<file path="src/rtl/mem_preloader_if.sv">
`default_nettype none
// ============================================================================
// Module   : mem_preloader_if
// Brief    : Host byte stream, memory preload strobes and core-control bundle.
// Revision : 1.0
// ============================================================================
interface mem_preloader_if #(
  parameter int ADDR_WIDTH = 32,
  parameter int DATA_WIDTH = 32
);
  logic                  s_valid;
  logic                  s_ready;
  logic [7:0]            s_data;
  logic                  preload_en_instr;
  logic                  preload_en_data;
  logic [ADDR_WIDTH-1:0] preload_addr;
  logic [DATA_WIDTH-1:0] preload_data;
  logic                  core_rst_n;
  logic                  done;
  logic                  error;

  // The loader is the master of the preload bus and the sink of the host stream.
  modport master (
    input  s_valid, s_data,
    output s_ready, preload_en_instr, preload_en_data, preload_addr, preload_data,
           core_rst_n, done, error
  );

  modport slave (
    output s_valid, s_data,
    input  s_ready, preload_en_instr, preload_en_data, preload_addr, preload_data,
           core_rst_n, done, error
  );
endinterface
`default_nettype wire

</file>
<file path="src/rtl/mem_preloader.sv">
`default_nettype none
// ============================================================================
// Module   : mem_preloader
// Brief    : Framed byte-stream loader writing instruction/data memory and
//            holding the core in reset until GO. Optional PRELOAD_CHECKSUM_EN
//            adds an XOR trailer byte to every I/D frame.
// Revision : 1.0
// ============================================================================
module mem_preloader #(
  parameter int ADDR_WIDTH = 32,
  parameter int DATA_WIDTH = 32,
  parameter int MAX_WORDS  = 1024
) (
  input  wire logic       clk,
  input  wire logic       areset_n,
  mem_preloader_if.master bus
);

  typedef enum logic [2:0] {
    ST_IDLE = 3'd0,
    ST_HDR  = 3'd1,
    ST_DATA = 3'd2,
    ST_CHK  = 3'd3,
    ST_RUN  = 3'd4,
    ST_ERR  = 3'd5
  } state_e;

  localparam logic [16:0] c_max_words = 17'(MAX_WORDS);
`ifdef PRELOAD_CHECKSUM_EN
  localparam state_e c_payload_end = ST_CHK;
`else
  localparam state_e c_payload_end = ST_IDLE;
`endif

  state_e                  state_q, state_d;
  logic                    alive_q;
  logic [2:0]              hdr_cnt_q, hdr_cnt_d;
  logic [31:0]             addr_hdr_q, addr_hdr_d;
  logic [7:0]              n_lo_q, n_lo_d;
  logic [15:0]             words_left_q, words_left_d;
  logic [1:0]              byte_cnt_q, byte_cnt_d;
  logic [DATA_WIDTH-9:0]   word_q, word_d;
  logic [ADDR_WIDTH-1:0]   cur_addr_q, cur_addr_d;
  logic                    sel_data_q, sel_data_d;
  logic                    en_instr_q, en_instr_d;
  logic                    en_data_q, en_data_d;
  logic [ADDR_WIDTH-1:0]   pl_addr_q, pl_addr_d;
  logic [DATA_WIDTH-1:0]   pl_data_q, pl_data_d;
`ifdef PRELOAD_CHECKSUM_EN
  logic [7:0]              csum_q, csum_d;
`endif

  logic        w_accepting;
  logic        w_hs;
  logic [15:0] w_n;

  always_comb begin
    w_accepting = 1'b0;
    case (state_q)
      ST_IDLE, ST_HDR, ST_DATA, ST_CHK: w_accepting = alive_q;
      default:                          w_accepting = 1'b0;
    endcase
  end

  assign w_hs = bus.s_valid && w_accepting;
  assign w_n  = {bus.s_data, n_lo_q};

  always_comb begin
    state_d      = state_q;
    hdr_cnt_d    = hdr_cnt_q;
    addr_hdr_d   = addr_hdr_q;
    n_lo_d       = n_lo_q;
    words_left_d = words_left_q;
    byte_cnt_d   = byte_cnt_q;
    word_d       = word_q;
    cur_addr_d   = cur_addr_q;
    sel_data_d   = sel_data_q;
    en_instr_d   = 1'b0;
    en_data_d    = 1'b0;
    pl_addr_d    = pl_addr_q;
    pl_data_d    = pl_data_q;
`ifdef PRELOAD_CHECKSUM_EN
    csum_d       = w_hs ? (csum_q ^ bus.s_data) : csum_q;
`endif

    case (state_q)
      ST_IDLE: begin
        if (w_hs) begin
          hdr_cnt_d = 3'd0;
`ifdef PRELOAD_CHECKSUM_EN
          csum_d    = bus.s_data;
`endif
          case (bus.s_data)
            8'h49: begin
              sel_data_d = 1'b0;
              state_d    = ST_HDR;
            end
            8'h44: begin
              sel_data_d = 1'b1;
              state_d    = ST_HDR;
            end
            8'h47:   state_d = ST_RUN;
            default: state_d = ST_ERR;
          endcase
        end
      end

      ST_HDR: begin
        if (w_hs) begin
          hdr_cnt_d = hdr_cnt_q + 3'd1;
          if (hdr_cnt_q < 3'd4) begin
            addr_hdr_d[{hdr_cnt_q[1:0], 3'b000} +: 8] = bus.s_data;
          end else if (hdr_cnt_q == 3'd4) begin
            n_lo_d = bus.s_data;
          end else begin
            words_left_d = w_n;
            byte_cnt_d   = 2'd0;
            cur_addr_d   = ADDR_WIDTH'(addr_hdr_q);
            if ({1'b0, w_n} > c_max_words) begin
              state_d = ST_ERR;
            end else if (w_n == 16'd0) begin
              state_d = c_payload_end;
            end else begin
              state_d = ST_DATA;
            end
          end
        end
      end

      ST_DATA: begin
        if (w_hs) begin
          byte_cnt_d = byte_cnt_q + 2'd1;
          word_d     = {bus.s_data, word_q[DATA_WIDTH-9:8]};
          // Fourth byte completes the little-endian word; strobe it next cycle.
          if (byte_cnt_q == 2'd3) begin
            en_instr_d   = !sel_data_q;
            en_data_d    = sel_data_q;
            pl_addr_d    = cur_addr_q;
            pl_data_d    = {bus.s_data, word_q};
            cur_addr_d   = cur_addr_q + ADDR_WIDTH'(4);
            words_left_d = words_left_q - 16'd1;
            if (words_left_q == 16'd1) begin
              state_d = c_payload_end;
            end
          end
        end
      end

`ifdef PRELOAD_CHECKSUM_EN
      ST_CHK: begin
        if (w_hs) begin
          state_d = (bus.s_data == csum_q) ? ST_IDLE : ST_ERR;
        end
      end
`endif

      default: ;
    endcase
  end

  always_ff @(posedge clk) begin
    if (!areset_n) begin
      state_q      <= ST_IDLE;
      alive_q      <= 1'b0;
      hdr_cnt_q    <= 3'd0;
      addr_hdr_q   <= '0;
      n_lo_q       <= '0;
      words_left_q <= '0;
      byte_cnt_q   <= '0;
      word_q       <= '0;
      cur_addr_q   <= '0;
      sel_data_q   <= 1'b0;
      en_instr_q   <= 1'b0;
      en_data_q    <= 1'b0;
      pl_addr_q    <= '0;
      pl_data_q    <= '0;
`ifdef PRELOAD_CHECKSUM_EN
      csum_q       <= '0;
`endif
    end else begin
      state_q      <= state_d;
      alive_q      <= 1'b1;
      hdr_cnt_q    <= hdr_cnt_d;
      addr_hdr_q   <= addr_hdr_d;
      n_lo_q       <= n_lo_d;
      words_left_q <= words_left_d;
      byte_cnt_q   <= byte_cnt_d;
      word_q       <= word_d;
      cur_addr_q   <= cur_addr_d;
      sel_data_q   <= sel_data_d;
      en_instr_q   <= en_instr_d;
      en_data_q    <= en_data_d;
      pl_addr_q    <= pl_addr_d;
      pl_data_q    <= pl_data_d;
`ifdef PRELOAD_CHECKSUM_EN
      csum_q       <= csum_d;
`endif
    end
  end

  assign bus.s_ready          = w_accepting;
  assign bus.preload_en_instr = en_instr_q;
  assign bus.preload_en_data  = en_data_q;
  assign bus.preload_addr     = pl_addr_q;
  assign bus.preload_data     = pl_data_q;
  assign bus.core_rst_n       = (state_q == ST_RUN);
  assign bus.done             = (state_q == ST_RUN);
  assign bus.error            = (state_q == ST_ERR);

endmodule
`default_nettype wire

</file>
<file path="src/flat_wrapper.sv">
// flat-port wrapper written by rule: the top's interface ports become plain ports
module mem_preloader_flat 
#(
  parameter int ADDR_WIDTH = 32,
  parameter int DATA_WIDTH = 32,
  parameter int MAX_WORDS  = 1024
)
  (clk, areset_n, bus_s_valid, bus_s_data, bus_s_ready, bus_preload_en_instr, bus_preload_en_data, bus_preload_addr, bus_preload_data, bus_core_rst_n, bus_done, bus_error);
  mem_preloader_if #(.ADDR_WIDTH(ADDR_WIDTH), .DATA_WIDTH(DATA_WIDTH)) bus_i ();
  input  wire logic clk;
  input  wire logic areset_n;
  input wire logic [$bits(bus_i.s_valid)-1:0] bus_s_valid;
  input wire logic [$bits(bus_i.s_data)-1:0] bus_s_data;
  output wire logic [$bits(bus_i.s_ready)-1:0] bus_s_ready;
  output wire logic [$bits(bus_i.preload_en_instr)-1:0] bus_preload_en_instr;
  output wire logic [$bits(bus_i.preload_en_data)-1:0] bus_preload_en_data;
  output wire logic [$bits(bus_i.preload_addr)-1:0] bus_preload_addr;
  output wire logic [$bits(bus_i.preload_data)-1:0] bus_preload_data;
  output wire logic [$bits(bus_i.core_rst_n)-1:0] bus_core_rst_n;
  output wire logic [$bits(bus_i.done)-1:0] bus_done;
  output wire logic [$bits(bus_i.error)-1:0] bus_error;
  assign bus_i.s_valid = bus_s_valid;
  assign bus_i.s_data = bus_s_data;
  assign bus_s_ready = bus_i.s_ready;
  assign bus_preload_en_instr = bus_i.preload_en_instr;
  assign bus_preload_en_data = bus_i.preload_en_data;
  assign bus_preload_addr = bus_i.preload_addr;
  assign bus_preload_data = bus_i.preload_data;
  assign bus_core_rst_n = bus_i.core_rst_n;
  assign bus_done = bus_i.done;
  assign bus_error = bus_i.error;
  mem_preloader #(.ADDR_WIDTH(ADDR_WIDTH), .DATA_WIDTH(DATA_WIDTH), .MAX_WORDS(MAX_WORDS)) u_core (.clk(clk), .areset_n(areset_n), .bus(bus_i));
endmodule
</file>
<file path="config.mk">
export PLATFORM = sky130hd
export DESIGN_NAME = mem_preloader_flat
export DESIGN_NICKNAME = d
export VERILOG_FILES = /design/src/rtl/mem_preloader_if.sv /design/src/rtl/mem_preloader.sv /design/src/flat_wrapper.sv
export SDC_FILE = /design/constraint.sdc
export NUM_CORES = 1
export LEC_CHECK = 0
export BUFFER_PORTS_ARGS = -buffer_cell sky130_fd_sc_hd__buf_2
export CORE_MARGIN = 2
export CORE_UTILIZATION = 40
export DETAILED_ROUTE_END_ITERATION = 10
export PLACE_DENSITY_LB_ADDON = 0.05
export SLEW_MARGIN = 20
export SYNTH_ARGS = -nofsm -noshare
export SYNTH_HDL_FRONTEND = slang
export SYNTH_SLANG_ARGS = --single-unit
</file>
<file path="constraint.sdc">
create_clock -name clk -period 2 [get_ports clk]
set_input_delay 0.4 -clock clk [delete_from_list [all_inputs] [get_ports clk]]
set_output_delay 0.4 -clock clk [all_outputs]
set_load 0.01 [all_outputs]
</file>
### After elaboration in Yosys (flattened, before gate mapping)

Cells that the tools add are included.

* equality and inequality tests: 18
* shift-type cells: 2
* bitwise logic cells: 1
* $lt $le $gt $ge: 2
* muxes and demuxes: 35
* reduce and logical (&&, ||, !) cells: 20
* add/sub/neg operators: 5

Operator list (number)
* two-way mux 32 bit: 5
* two-way mux 16 bit: 5
* one-hot mux 32 bit (2 select lines): 1
* adder 32 x 3 -> 32 bit (second input constant): 1
* bitwise mux 32 bit: 1
* one-hot mux 16 bit (2 select lines): 1
* variable shift 8 x 7 -> 32 bit (first input constant): 1
* variable part select 8 x 7 -> 32 bit: 1
* two-way mux 3 bit: 10
* equality test 8 x 7 -> 1 bit (second input constant): 3
* equality test 16 x 1 -> 1 bit (second input constant): 1
* > comparator 16 x 11 -> 1 bit (second input constant): 1
* logical NOT 16 bit: 1
* subtractor 16 x 1 -> 16 bit (second input constant): 1
* one-hot mux 3 bit (2 select lines): 2
* AND reduction 3 bit: 4
* two-way mux 2 bit: 5
* != test 2 x 1 -> 1 bit (second input constant): 5
* equality test 3 bit (second input constant): 3
* one-hot mux 3 bit (3 select lines): 1
* AND reduction 4 bit: 2
* AND reduction 8 bit: 1
* negation 5 -> 7 bit: 1
* equality test 3 x 2 -> 1 bit (second input constant): 2
* other kinds (20): 24

* logic and storage cells: 97
* output and inout bits: 70
* flip-flop bits (word level): 188

### Longest topological paths before layout

* depth in word-level cells: 7
* depth in mapped cells: 9
* depth with buffers taken out: 7

### Worst setup path after synthesis

No wires, ideal clock.

* path kind: flip-flop to flip-flop
* start: register u_core.hdr_cnt_q[0]
* end: register u_core.cur_addr_q[21]
* path buffers: 1
* cell stages (with the launch flop): 8
* setup time: 79 ps
* arrival: 1859 ps
* slack: 62 ps
* cell sequence: dfxtp_1 > inv_1 > ha_1 > and4bb_2 > o21ai_1 > buf_2 > or4_1 > o211ai_1

* word-level cells in the longest chain between the ends: 3
* elaborated cells between the ends (all ways): 5
* those cells by class: order compare: 1; eq/ne: 3; reduce/logical: 1

Ends and longest elaborated chain
* start: declaration: line mem_preloader.sv:37 `logic [2:0] hdr_cnt_q, hdr_cnt_d;`
* start signal: assignment: line mem_preloader.sv:183 `hdr_cnt_q <= hdr_cnt_d;`
* less-than comparator 3 bit or equality test 3 bit (tied branches): line mem_preloader.sv:111, mem_preloader.sv:113
* != test 2 bit (no source line)
* AND reduction 6 bit (no source line) *
* end signal: assignment: line mem_preloader.sv:189 `cur_addr_q <= cur_addr_d;`
* end: declaration: line mem_preloader.sv:43 `logic [ADDR_WIDTH-1:0] cur_addr_q, cur_addr_d;`

Mark *: on every way between the ends. The rest lies on a longest branch, timed or not.
A chain may end at the register's enable or synchronous reset.

### Worst setup path after layout

* start: register u_core.state_q[1]
* end: register u_core.addr_hdr_q[3]

* word-level cells in the longest chain between the ends: 5
* elaborated cells between the ends (all ways): 8
* those cells by class: eq/ne: 3; mux: 1; reduce/logical: 4

Ends and longest elaborated chain
* start: declaration: line mem_preloader.sv:35 `state_e state_q, state_d;`
* start signal: assignment: line mem_preloader.sv:181 `state_q <= state_d;`
* equality test 3 x 2 -> 1 bit (tied with other cells): line mem_preloader.sv:59 `case (state_q)`
* OR reduction 4 bit: line mem_preloader.sv:59
* two-way mux 1 bit: line mem_preloader.sv:59
* logical AND 1 bit: line mem_preloader.sv:65 `assign w_hs = bus.s_valid && w_accepting;`
* AND reduction 3 bit (no source line) *
* end signal: assignment: line mem_preloader.sv:184 `addr_hdr_q <= addr_hdr_d;`
* end: declaration: line mem_preloader.sv:38 `logic [31:0] addr_hdr_q, addr_hdr_d;`

Marked as above.

==> results.md <==
* Class of the worst hold path: input port to register
* Placeable Area at 20300 sq um
* Flop pwr share at 51.6%
* M1 wire length at 12270 um
* Share of cells above drive strength 1 at 19.66%
* Post-route minimum period at 1859 ps
* Critical Path Fanout Max at 14
* Fin Clk Skew at 12.58 ps
* Leak pwr at 0.003774 uW
* DRC at 0
* Syn_nets at 1089
* Final HPWL from detailed placement at 16520 um
* N_diodes at 0
* Area occupied by multi-input gates at 4210 sq um
* Max Cap Viol at 0
* Final setup viols at 0
* Via count at 7865
* Top FF cell, synth: dfxtp_1
* Post-Synthesis Cell Area at 8324 sq um
* Largest net degree at the start of global routing at 71
* Metal3 WL at 940 um
* Slew HR at 72.91%
* Pre-antenna DRT Iters at 5
* Initial DRC Count at 575
* Worst Setup SP: u_core.state_q[1]
* Detailed Route WL at 24320 um
* RR Startpoint: u_core.state_q[1]
* Setup CP Type: register to register
* Final layout net count at 1198
* PortBufs at 80
* Post-synth EDFFs at 0
* Sequential element share of the synthesized area at 45.21%
* Startpoint types: register
* Mean Syn Cell Area at 7.787 sq um
* Post-synth top cells: nand2_1, dfxtp_1, a21oi_1
* Register Area at 3764 sq um
* Routability cong. at 0.8032
* Power Density at 718.3 nW/um^2
* Clk root buf: clkbuf_16
* Cts hold-fix bufs at 0
* Synthesized netlist cell count at 1069
* Max VDD drop at 0.5471 mV
* Clock Pin Slew Worst Setup and Hold Paths at 80 ps
* Pre-CTS setup slack at 107.5 ps
* Fin worst setup slack at 141.1 ps
* CP Data Required Time at 2320 ps
* Area after DPL at 9553 sq um
* Psw at 1810 uW
* Clock Latency Late Sink at 440 ps
* Wire length on met2 at 10790 um
* Maximum operating frequency at 0.5380 GHz
* Width of the die at 148.3 um
* Sw frac at 24.85%
* Via density at 5.387
* Area leader, netlist: dfxtp_1
* Uppermost routed layer: met4
* CTS buffer count at 17
* Top-count cell post-synth: nand2_1
* CTS tree: built
* Gr usage total at 22.39%
* Synth cell types at 68
* Clock share of power at 44.7%
* Total grt overflow at 0
* CTS max path bufs at 2
* Post-Layout Inst Area at 10140 sq um
* Clock Sinks at 188
* Crit. End Element: register
* Final worst-path cycle share at 92.94%
* CP arrival at 2170 ps
* Worst Hold Launch: bus_s_data[2]
* Worst reg-to-reg setup slack at 140 ps
* # IOs at 81
* Yosys top cell area share at 45.21%
* Detail Route Antenna Nets at 0
* Vias in the first global route at 7254
* Yosys Warn Count at 0
* Asr flop ratio synth at 0%
* Initial Util at 41.01%
* Worst-margin pin slew at 402.7 ps
* Number of cell rows at 52
* Area growth syn-to-layout at 21.78%
* Fill cell count at 2120
* Initial antenna violation count at 0
* Seq cells post-synth at 188
* First-pass GRT wire length at 39300 um
* Int Pwr at 5472 uW
* DIE AREA at 21980 sq um
* Setup repair after global routing missed its margin: yes
* Avg WL per Cell at 16.66 um
* Fin. max-slew vios at 0
* Final hold violation count at 0
* Outcome: finished, final reports clean
* H-tree lvl count at 4
* Die Ht at 148.3 um
* Combinational fraction of design power at 3.8%
* Synth area leaders: dfxtp_1, nand2_1, a21oi_1
-- layout by cell type (no fill, tap or decap), types with 5 or more instances in the layout --
master and instances:
buf_12 9, ha_1 9, nand4_1 33, a2bb2oi_1 5
a21oi_1 163, buf_4 86, a31oi_1 16, and4_1 5
o221a_2 5, nor3b_1 7, nand2b_1 5, a22oi_1 5
nor2_1 59, and3_1 11, mux2i_1 10, inv_6 5
nand3_1 28, nor4_1 12, inv_1 6, dfxtp_1 188
nor3_1 15, o21ai_0 43, a311oi_1 7, buf_2 80
and2_0 5, clkbuf_16 17, and2_1 7, nand2_1 259
-- worst paths after layout --
check	endpoint	cells past startpoint
max	u_core.addr_hdr_q[3]	8
min	u_core.bus.preload_data[26]	3
max reg2reg	u_core.addr_hdr_q[3]	8
min reg2reg	u_core.bus.preload_addr[13]	2
-- cell families (layout without fill, tap and decap cells) --
group | Yosys count | after routing | synth area share (%)
XOR/XNOR | 2 | 2 | 0.2105
buffers and inverters | 93 | 214 | 4.765
multiplexers | 11 | 11 | 1.338
AO/OA/AOI/OAI | 286 | 286 | 19.99
adder cells (fa/ha/maj) | 9 | 9 | 1.353
flip-flops | 188 | 188 | 45.21
AND/OR/NAND/NOR | 480 | 480 | 27.13
-- critical path, cell delays in order (launching register included) --
cell and delay (ps):
dfxtp_1 310, buf_4 180, nand4bb_1 290, nor3_2 140
buf_4 220, buf_4 170, nand2_1 210, nand2_1 150
a21oi_1 60
-- power by group through the flow --
| stage | registers [uW] | clock network, uW | logic (uW) |
|---|---|---|---|
| 2_1_floorplan | 3840 | 0 | 153 |
| 3_3_place_gp | 3840 | 0 | 275 |
| 3_5_place_dp | 3840 | 0 | 273 |
| 4_1_cts | 3750 | 3340 | 273 |
| 5_1_grt | 3750 | 3490 | 295 |
| 6_report | 3750 | 3250 | 274 |
-- final cells by class --
cell class	count	area share [%]
clock inverter	14	1.284
multi-input combinational	788	41.53
tap	270	3.333
timing repair buffer	176	12.24
inverter	7	0.2839
sequential	188	37.13
clock buffer	17	4.197
-- layer usage --
metal	vias to the layer above	track usage [%]
met4	0	6.905
met2	189	33.63
met1	3678	33.33
li1	3979	-
met5	-	0
met3	19	2.975
-- sequential cells by signal (all words and copies together) (netlist names) --
signal / count
u_core.addr_hdr_q: 32
u_core.alive_q: 1
u_core.bus.preload_addr: 32
u_core.bus.preload_data: 32
u_core.bus.preload_en_data: 1
u_core.bus.preload_en_instr: 1
u_core.byte_cnt_q: 2
u_core.cur_addr_q: 32
u_core.hdr_cnt_q: 3
u_core.n_lo_q: 8
u_core.sel_data_q: 1
u_core.state_q: 3
u_core.word_q: 24
u_core.words_left_q: 16
-- stage by stage --
stage | hold slack (ps) | utilization, % | instances | TNS (ps) | total power (uW)
detailed placement | 443.5 | 47.06 | 1428 | 0 | 4114
finish | 223.0 | 49.94 | 1460 | 0 | 7281
floorplan | 416.3 | - | 1069 | 0 | 3992
global placement | 435.2 | 47.06 | 1428 | 0 | 4116
CTS | 215.0 | 49.80 | 1459 | 0 | 7363
global route | 244.0 | 49.94 | 1460 | -4.737 | 7541
-- what timing repair did --
item	CTS	global route
buffers inserted	0	1
setup endpoints to repair	0	10
resized for setup	0	6
Power figures use the tool's default switching activity.
